$ cat config.mk
export PLATFORM = sky130hd
export DESIGN_NAME = seq_multdiv
export DESIGN_NICKNAME = d
export VERILOG_FILES = /design/src/rtl/seq_multdiv.sv
export SDC_FILE = /design/constraint.sdc
export NUM_CORES = 1
export LEC_CHECK = 0
export ABC_AREA = 1
export BUFFER_PORTS_ARGS = -buffer_cell sky130_fd_sc_hd__buf_2
export CAP_MARGIN = 10
export CORE_MARGIN = 2
export CORE_UTILIZATION = 40
export CTS_CLUSTER_DIAMETER = 150
export DETAILED_ROUTE_END_ITERATION = 10
export PLACE_DENSITY = 0.61
export SLEW_MARGIN = 20
export SYNTH_ARGS = -nofsm -noshare
export SYNTH_HDL_FRONTEND = slang
export SYNTH_SLANG_ARGS = --single-unit
$ cat constraint.sdc
create_clock -name clock -period 4.7 [get_ports clock]
set_clock_uncertainty 0.05 [all_clocks]
set_input_delay 0.47 -clock clock [delete_from_list [all_inputs] [get_ports clock]]
set_output_delay 0.47 -clock clock [all_outputs]
set_load 0.05 [all_outputs]
$ cat src/rtl/seq_multdiv.sv
// Multi-cycle signed 32-bit multiply/divide: radix-2 shift-add MULT, non-restoring DIV,
// both sharing one add/sub datapath. One iteration per cycle, result registered on exit.
module seq_multdiv #(
    parameter int unsigned WIDTH = 32,
    parameter int unsigned ITER  = 32
) (
    input  logic             clock,
    input  logic             ctrl_reset_n,
    input  logic [WIDTH-1:0] data_operandA,
    input  logic [WIDTH-1:0] data_operandB,
    input  logic             ctrl_MULT,
    input  logic             ctrl_DIV,
    output logic [WIDTH-1:0] data_result,
    output logic             data_exception,
    output logic             data_resultRDY,
    output logic             busy
);
    localparam int unsigned W  = WIDTH;
    localparam int unsigned CW = $clog2(ITER);

    typedef enum logic [1:0] {IDLE, RUN, DONE} state_t;

    state_t          state_q, state_d;
    logic [CW-1:0]   cnt_q, cnt_d;
    logic            mul_q, mul_d;
    logic            sign_q, sign_d;
    logic [W:0]      hi_q, hi_d;
    logic [W-1:0]    lo_q, lo_d;
    logic [W-1:0]    b_q, b_d;
    logic [W-1:0]    result_q, result_d;
    logic            exc_q, exc_d;
    logic            rdy_q, rdy_d;

    logic            start;
    logic [W-1:0]    mag_a, mag_b;
    logic [W:0]      add_a, add_b, sum;
    logic            sub;
    logic [2*W-1:0]  prod_s;
    logic [W-1:0]    quot_s;

    assign start = ctrl_MULT | ctrl_DIV;
    // Two's-complement negation of INT_MIN yields the same bits, read as unsigned 2^(W-1).
    assign mag_a = data_operandA[W-1] ? -data_operandA : data_operandA;
    assign mag_b = data_operandB[W-1] ? -data_operandB : data_operandB;

    // Shared adder: MULT adds the multiplicand into the high half; DIV adds or subtracts
    // the divisor from the left-shifted partial remainder depending on its sign.
    always_comb begin
        add_a  = mul_q ? hi_q : {hi_q[W-1:0], lo_q[W-1]};
        add_b  = (mul_q && !lo_q[0]) ? '0 : {1'b0, b_q};
        sub    = !mul_q && !hi_q[W];
        sum    = sub ? (add_a - add_b) : (add_a + add_b);
        prod_s = sign_q ? -{hi_q[W-1:0], lo_q} : {hi_q[W-1:0], lo_q};
        quot_s = sign_q ? -lo_q : lo_q;
    end

    always_comb begin
        state_d  = state_q;
        cnt_d    = cnt_q;
        mul_d    = mul_q;
        sign_d   = sign_q;
        hi_d     = hi_q;
        lo_d     = lo_q;
        b_d      = b_q;
        result_d = result_q;
        exc_d    = exc_q;
        rdy_d    = 1'b0;
        if (start) begin
            state_d = RUN;
            cnt_d   = '0;
            mul_d   = ctrl_MULT;
            sign_d  = data_operandA[W-1] ^ data_operandB[W-1];
            hi_d    = '0;
            lo_d    = ctrl_MULT ? mag_b : mag_a;
            b_d     = ctrl_MULT ? mag_a : mag_b;
        end else begin
            case (state_q)
                RUN: begin
                    if (mul_q) begin
                        hi_d = {1'b0, sum[W:1]};
                        lo_d = {sum[0], lo_q[W-1:1]};
                    end else begin
                        hi_d = sum;
                        lo_d = {lo_q[W-2:0], ~sum[W]};
                    end
                    cnt_d = cnt_q + 1'b1;
                    if (cnt_q == CW'(ITER - 1)) state_d = DONE;
                end
                DONE: begin
                    state_d = IDLE;
                    rdy_d   = 1'b1;
                    if (mul_q) begin
                        result_d = prod_s[W-1:0];
                        exc_d    = !((&prod_s[2*W-1:W-1]) || !(|prod_s[2*W-1:W-1]));
                    end else if (b_q == '0) begin
                        result_d = '0;
                        exc_d    = 1'b1;
                    end else begin
                        // Only INT_MIN / -1 produces a positive quotient of 2^(W-1).
                        result_d = quot_s;
                        exc_d    = !sign_q && lo_q[W-1];
                    end
                end
                default: state_d = IDLE;
            endcase
        end
    end

    always_ff @(posedge clock or negedge ctrl_reset_n) begin
        if (!ctrl_reset_n) begin
            state_q  <= IDLE;
            cnt_q    <= '0;
            mul_q    <= 1'b0;
            sign_q   <= 1'b0;
            hi_q     <= '0;
            lo_q     <= '0;
            b_q      <= '0;
            result_q <= '0;
            exc_q    <= 1'b0;
            rdy_q    <= 1'b0;
        end else begin
            state_q  <= state_d;
            cnt_q    <= cnt_d;
            mul_q    <= mul_d;
            sign_q   <= sign_d;
            hi_q     <= hi_d;
            lo_q     <= lo_d;
            b_q      <= b_d;
            result_q <= result_d;
            exc_q    <= exc_d;
            rdy_q    <= rdy_d;
        end
    end

    assign data_result    = result_q;
    assign data_exception = exc_q;
    assign data_resultRDY = rdy_q;
    assign busy           = (state_q != IDLE);

endmodule
# Yosys cells after proc, flatten, opt, wreduce, memory -nomap -nowiden
# Cells that the tools add are included.
# totals
in_bits	68
regBits	140
latchBits	0
word_cells	67
out_inout_bits	35
mem_bits_rw	0
mem_bits_ro	0
n_memories	0
# op_classes
n_eq_ne	4
n_div	0
magnitude_cmp	0
n_bitwise	4
mul	0
muxes	26
shifts	0
n_reduce_logical	16
n_addsub	7
# op_table
operator	count
$mux 32	11
$mux 33	5
$neg 32->32	3
$mux 64	1
$neg 64->64	1
$add 33x32->33	1
$reduce_and 33->1	1
$reduce_or 33->1	1
$sub 33x32->33	1
$logic_not 32->1	1
$mux 5	2
$logic_not 1->1	6
$mux 2	3
$add 5x1->5 const B	1
$eq 5x5->1 const B	1
$mux 1	4
$reduce_bool 2->1	2
$logic_and 1x1->1	3
$ne 3x3->1 const B	1
$eq 2x1->1 const B	1
$eq 2x2->1 const B	1
$not 1->1	2
$reduce_and 2->1	1
$logic_or 1x1->1	1
2 further kinds	2

# Longest topological paths before layout
# depth
ltp_word	9
ltp_mapped	32
mapped_depth_nobuf	30

# Worst setup path after synthesis
# Ideal clock, no wire load.
# synth_timing
path_type	flip-flop to flip-flop
start	register lo_q[0]
end	register lo_q[0]
path_buffers	2
setup_ns	0.129
required_ns	4.521
arrival_ns	3.692
path_stages_with_launch	32
synth_period_minus_slack_ns	3.871
path_slack_ns	0.829
cell_sequence	dfrtp_1 -> inv_2 -> nand2_4 -> inv_2 -> buf_6 -> buf_2 -> nor2_1 -> inv_1 -> ha_1 -> nand2_2 -> inv_2 -> nand2_2 -> a21oi_2 -> nand2_2 -> nor2_4 -> inv_2 -> o31ai_4 -> nand2_1 -> xnor2_1 -> inv_1 -> ha_1 -> nand2_1 -> inv_1 -> a21oi_1 -> nor2_1 -> a211oi_1 -> nand2_1 -> a31oi_1 -> or2_1 -> nand3_1 -> nand2_1 -> a21oi_2
# synth_via
elab_chain_cells	9
word_cells_on_any_way	10
cone_classes	2 x add/sub; 5 x mux; 1 x bitwise; 2 x reduce/logical
# synth_lines
element	line	text
start: declaration	28	logic [W-1:0] lo_q, lo_d;
start signal: assignment	127	lo_q <= lo_d;
$logic_not 1->1 *	50	add_b = (mul_q && !lo_q[0]) ? '0 : {1'b0, b_q};
$logic_and 1x1->1 *	50	
$mux 32 *	50	
$add 33x32->33 or $sub 33x32->33 (tied branches)	52	sum = sub ? (add_a - add_b) : (add_a + add_b);
$mux 33 *	52	
$not 1->1 *	84	lo_d = {lo_q[W-2:0], ~sum[W]};
$mux 32 *	79	if (mul_q) begin
$mux 32 *	77	case (state_q)
$mux 32 *	68	if (start) begin
# Mark *: on every way between the ends. The rest lies on a longest branch, timed or not. The select of a mux whose other input is x is not followed.
# A chain may end at the register's enable or synchronous reset.

# Final worst setup path
# Same ends and word-level chain as after synthesis.

==> flow_metrics.env <==
export IMPL_status="complete, no violations"
export IMPL_p_seq_share_pct=28.0
export IMPL_start_util_pct=40.3
export IMPL_cts_tree="done"
export IMPL_fin_hold_ws_ns=0.290
export IMPL_swShare_pct=46.8
export IMPL_min_path_type="in -> reg"
export IMPL_drive_gt1_share_pct=10.1
export IMPL_fin_area_sq_mm=0.0154
export IMPL_gp_congestion=0.996
export IMPL_whs_endpoint="mul_q$_DFFE_PN0N_"
export IMPL_hpwl_microns=43200
export IMPL_hold_viol_final=0
export IMPL_reg2reg_slack_ns=0.37
export IMPL_post_route_period_util_pct=92.2
export IMPL_ioPinCount=103
export IMPL_netlist_area_sq_mm=0.0138
export IMPL_hold_depth=2
export IMPL_p_leak_nw=7.61
export IMPL_ys_top_cells_by_area="dfrtp_1, nand2_1, nor2_1"
export IMPL_cp_start_kind="flop"
export IMPL_path_clk_slew_ns=0.07
export IMPL_root_buffer="clkbuf_16"
export IMPL_wl_per_cell_microns=19.1
export IMPL_ys_warn_count=0
export IMPL_slew_limit_headroom_pct=43.6
export IMPL_ant_nets=0
export IMPL_fp_dieW_microns=190
export IMPL_synth_top_area_share_pct=25.3
export IMPL_grt_overflow=0
export IMPL_cts_max_path_buffers=2
export IMPL_end_kind="flop"
export IMPL_fmax_ghz=0.231
export IMPL_insertion_delay_ns=0.45
export IMPL_grt_antenna_before_repair=0
export IMPL_p_switching_mw=2.57
export IMPL_critPathBufInv=7
export IMPL_synth_top_cells_by_count="nand2_1, nor2_1, inv_1"
export IMPL_critPathTopFamily="simple AND/OR/NAND/NOR gates"
export IMPL_dr_first_iter_drc_count=1386
export IMPL_fin_crit_ns=4.33
export IMPL_fin_nets=2393
export IMPL_synth_top_area_cell="dfrtp_1"
export IMPL_synth_async_reset_ratio_pct=100
export IMPL_cts_buffers=17
export IMPL_combPwrFrac_pct=46.7
export IMPL_intPower_mw=2.93
export IMPL_ys_seq_area_share_pct=25.3
export IMPL_dpl_cell_area_sq_mm=0.0148
export IMPL_io_buffers=102
export IMPL_ir_drop_mv=0.304
export IMPL_power_density_mw_per_mm2=358
export IMPL_syn_to_final_growth_pct=11.2
export IMPL_grt_pass1_wl_microns=81500
export IMPL_via_per_inst=5.45
export IMPL_min_from="ctrl_DIV"
export IMPL_slowest_stage="dfrtp_1"
export IMPL_regToRegEndpoint="lo_q[0]$_DFFE_PN0P_"
export IMPL_setup_violations_final=0
export IMPL_crit_fanout=9
export IMPL_max_stage_delay_ns=0.39
export IMPL_vias=15000
export IMPL_cts_sink_count=140
export IMPL_n_antenna_cell=0
export IMPL_worstPathRequired_ns=4.96
export IMPL_synth_edf_count=0
export IMPL_core_area_sq_mm=0.0343
export IMPL_die_area_sq_mm=0.0361
export IMPL_synth_seq_cells=140
export IMPL_grtUsageTotal_pct=29.7
export IMPL_slew_viol_final=0
export IMPL_ys_flop_type="dfrtp_1"
export IMPL_tightestPinTransition_ns=0.845
export IMPL_power_mw=5.50
export IMPL_cp_arrival_ns=4.60
export IMPL_h_tree_depth=4
export IMPL_avgSynthCellArea_sq_um=6.22
export IMPL_postSynthCellCount=2224
export IMPL_rsz0062_at_grt="no"
export IMPL_r2r_cells=29
export IMPL_grt_start_max_net_pins=135
export IMPL_wl_microns=52600
export IMPL_yosysMostFrequentCell="nand2_1"
export IMPL_rr_startpoint="lo_q[0]$_DFFE_PN0P_"
export IMPL_die_y_microns=190
export IMPL_setup_worst_path_class="reg -> reg"
export IMPL_dr_pass1_iters=5
export IMPL_syn_nets=2331
export IMPL_rows=68
export IMPL_yosysUniqueCellTypes=56
export IMPL_max_cap_violations=0
export IMPL_power_frac_clock_pct=25.3
export IMPL_drc_errors=0
export IMPL_grt_pass1_vias=14400
export IMPL_timing_setup_tns_ns=0
[power groups by stage]
stage / clock [mW] / sequential, mW / combinational (mW)
2_1_floorplan: 0 / 1.52 / 1.79
3_3_place_gp: 0 / 1.55 / 2.52
3_5_place_dp: 0 / 1.55 / 2.53
4_1_cts: 1.40 / 1.53 / 2.54
5_1_grt: 1.46 / 1.56 / 2.88
6_report: 1.39 / 1.54 / 2.57
[worst max-delay path by stage]
| stage | to | slack (ns) | depth (start not counted) | from |
|---|---|---|---|---|
| after floorplan | lo_q[0]$_DFFE_PN0P_ | 0.83 | 31 | lo_q[0]$_DFFE_PN0P_ |
| after global placement | lo_q[0]$_DFFE_PN0P_ | 0.41 | 26 | lo_q[0]$_DFFE_PN0P_ |
| after detailed placement | lo_q[0]$_DFFE_PN0P_ | 0.36 | 26 | lo_q[0]$_DFFE_PN0P_ |
| after CTS | lo_q[0]$_DFFE_PN0P_ | 0.34 | 29 | lo_q[0]$_DFFE_PN0P_ |
| after global routing | lo_q[0]$_DFFE_PN0P_ | 0.005 | 26 | lo_q[0]$_DFFE_PN0P_ |
| final | lo_q[0]$_DFFE_PN0P_ | 0.37 | 29 | lo_q[0]$_DFFE_PN0P_ |
[flip-flops by register name (all words and copies together), names as in the netlist]
signal          cells
data_result        32
state_q             2
cnt_q               5
sign_q              1
lo_q               32
data_exception      1
b_q                32
mul_q               1
hi_q               33
data_resultRDY      1
[cells in the final DEF (no fill, tap or decap), types with 5 or more instances in the layout]
cell	count
nand2_1	595
a32oi_1	7
nor2_1	306
o21ai_1	11
o221ai_1	6
o2111ai_1	15
a22oi_1	14
a21o_1	9
o32ai_1	11
nand2_2	11
nor3_1	15
clkinv_2	5
ha_1	38
xor2_1	86
buf_2	101
o22ai_1	34
nor4_1	11
inv_1	274
a21oi_1	61
nand3_1	134
or2_2	7
buf_4	18
nor2_2	15
o21ai_0	157
inv_2	12
clkbuf_16	17
a31oi_1	19
dfrtp_1	138
xnor2_1	43
o211ai_1	19
nand4_1	36
o21ai_2	9
[through the flow]
step,utilization [%],setup slack [ns],std cells
detailed placement,43.1,0.361,2720
floorplan,-,0.829,2224
global route,44.9,0.00539,2754
global placement,43.1,0.407,2720
finish,44.9,0.369,2754
CTS,44.8,0.338,2753
[routing by layer]
| metal | wire length, microns | GRT usage [%] | part of all wire [%] | up-vias |
|---|---|---|---|---|
| met3 | 3810 | 5.13 | 7.2 | 80 |
| li1 | - | - | - | 7396 |
| met4 | 1940 | 11.2 | 3.7 | 0 |
| met1 | 24700 | 42.2 | 47 | 6946 |
| met5 | 0 | 0 | 0 | - |
| met2 | 22100 | 44.9 | 42 | 597 |
[what timing repair did]
item                       CTS  global route
resized for setup            0             1
setup buffers                0             0
hold buffers                 1             0
hold endpoints to repair     5             0
setup endpoints to repair    0             1
[kinds of logic after synthesis]
kind of cell / count (synthesis) / synth area share [%]
and+or+nand+nor: 1147 / 34.7
xor gates and xnor gates: 129 / 8.17
AOI/OAI and AO/OA: 399 / 17.9
buffers and inverters: 370 / 10.3
adders and majority gates: 39 / 3.58
DFF: 140 / 25.3
[layout make-up]
class | count | area, sq um
Fill cell | 3732 | 18900
Multi-Input combinational cell | 1714 | 8920
Sequential cell | 140 | 3510
Inverter | 290 | 1090
Timing Repair Buffer | 123 | 702
Tap cell | 455 | 569
Clock buffer | 17 | 425
Clock inverter | 15 | 160
Note: power is estimated with default switching activity, not from simulation.
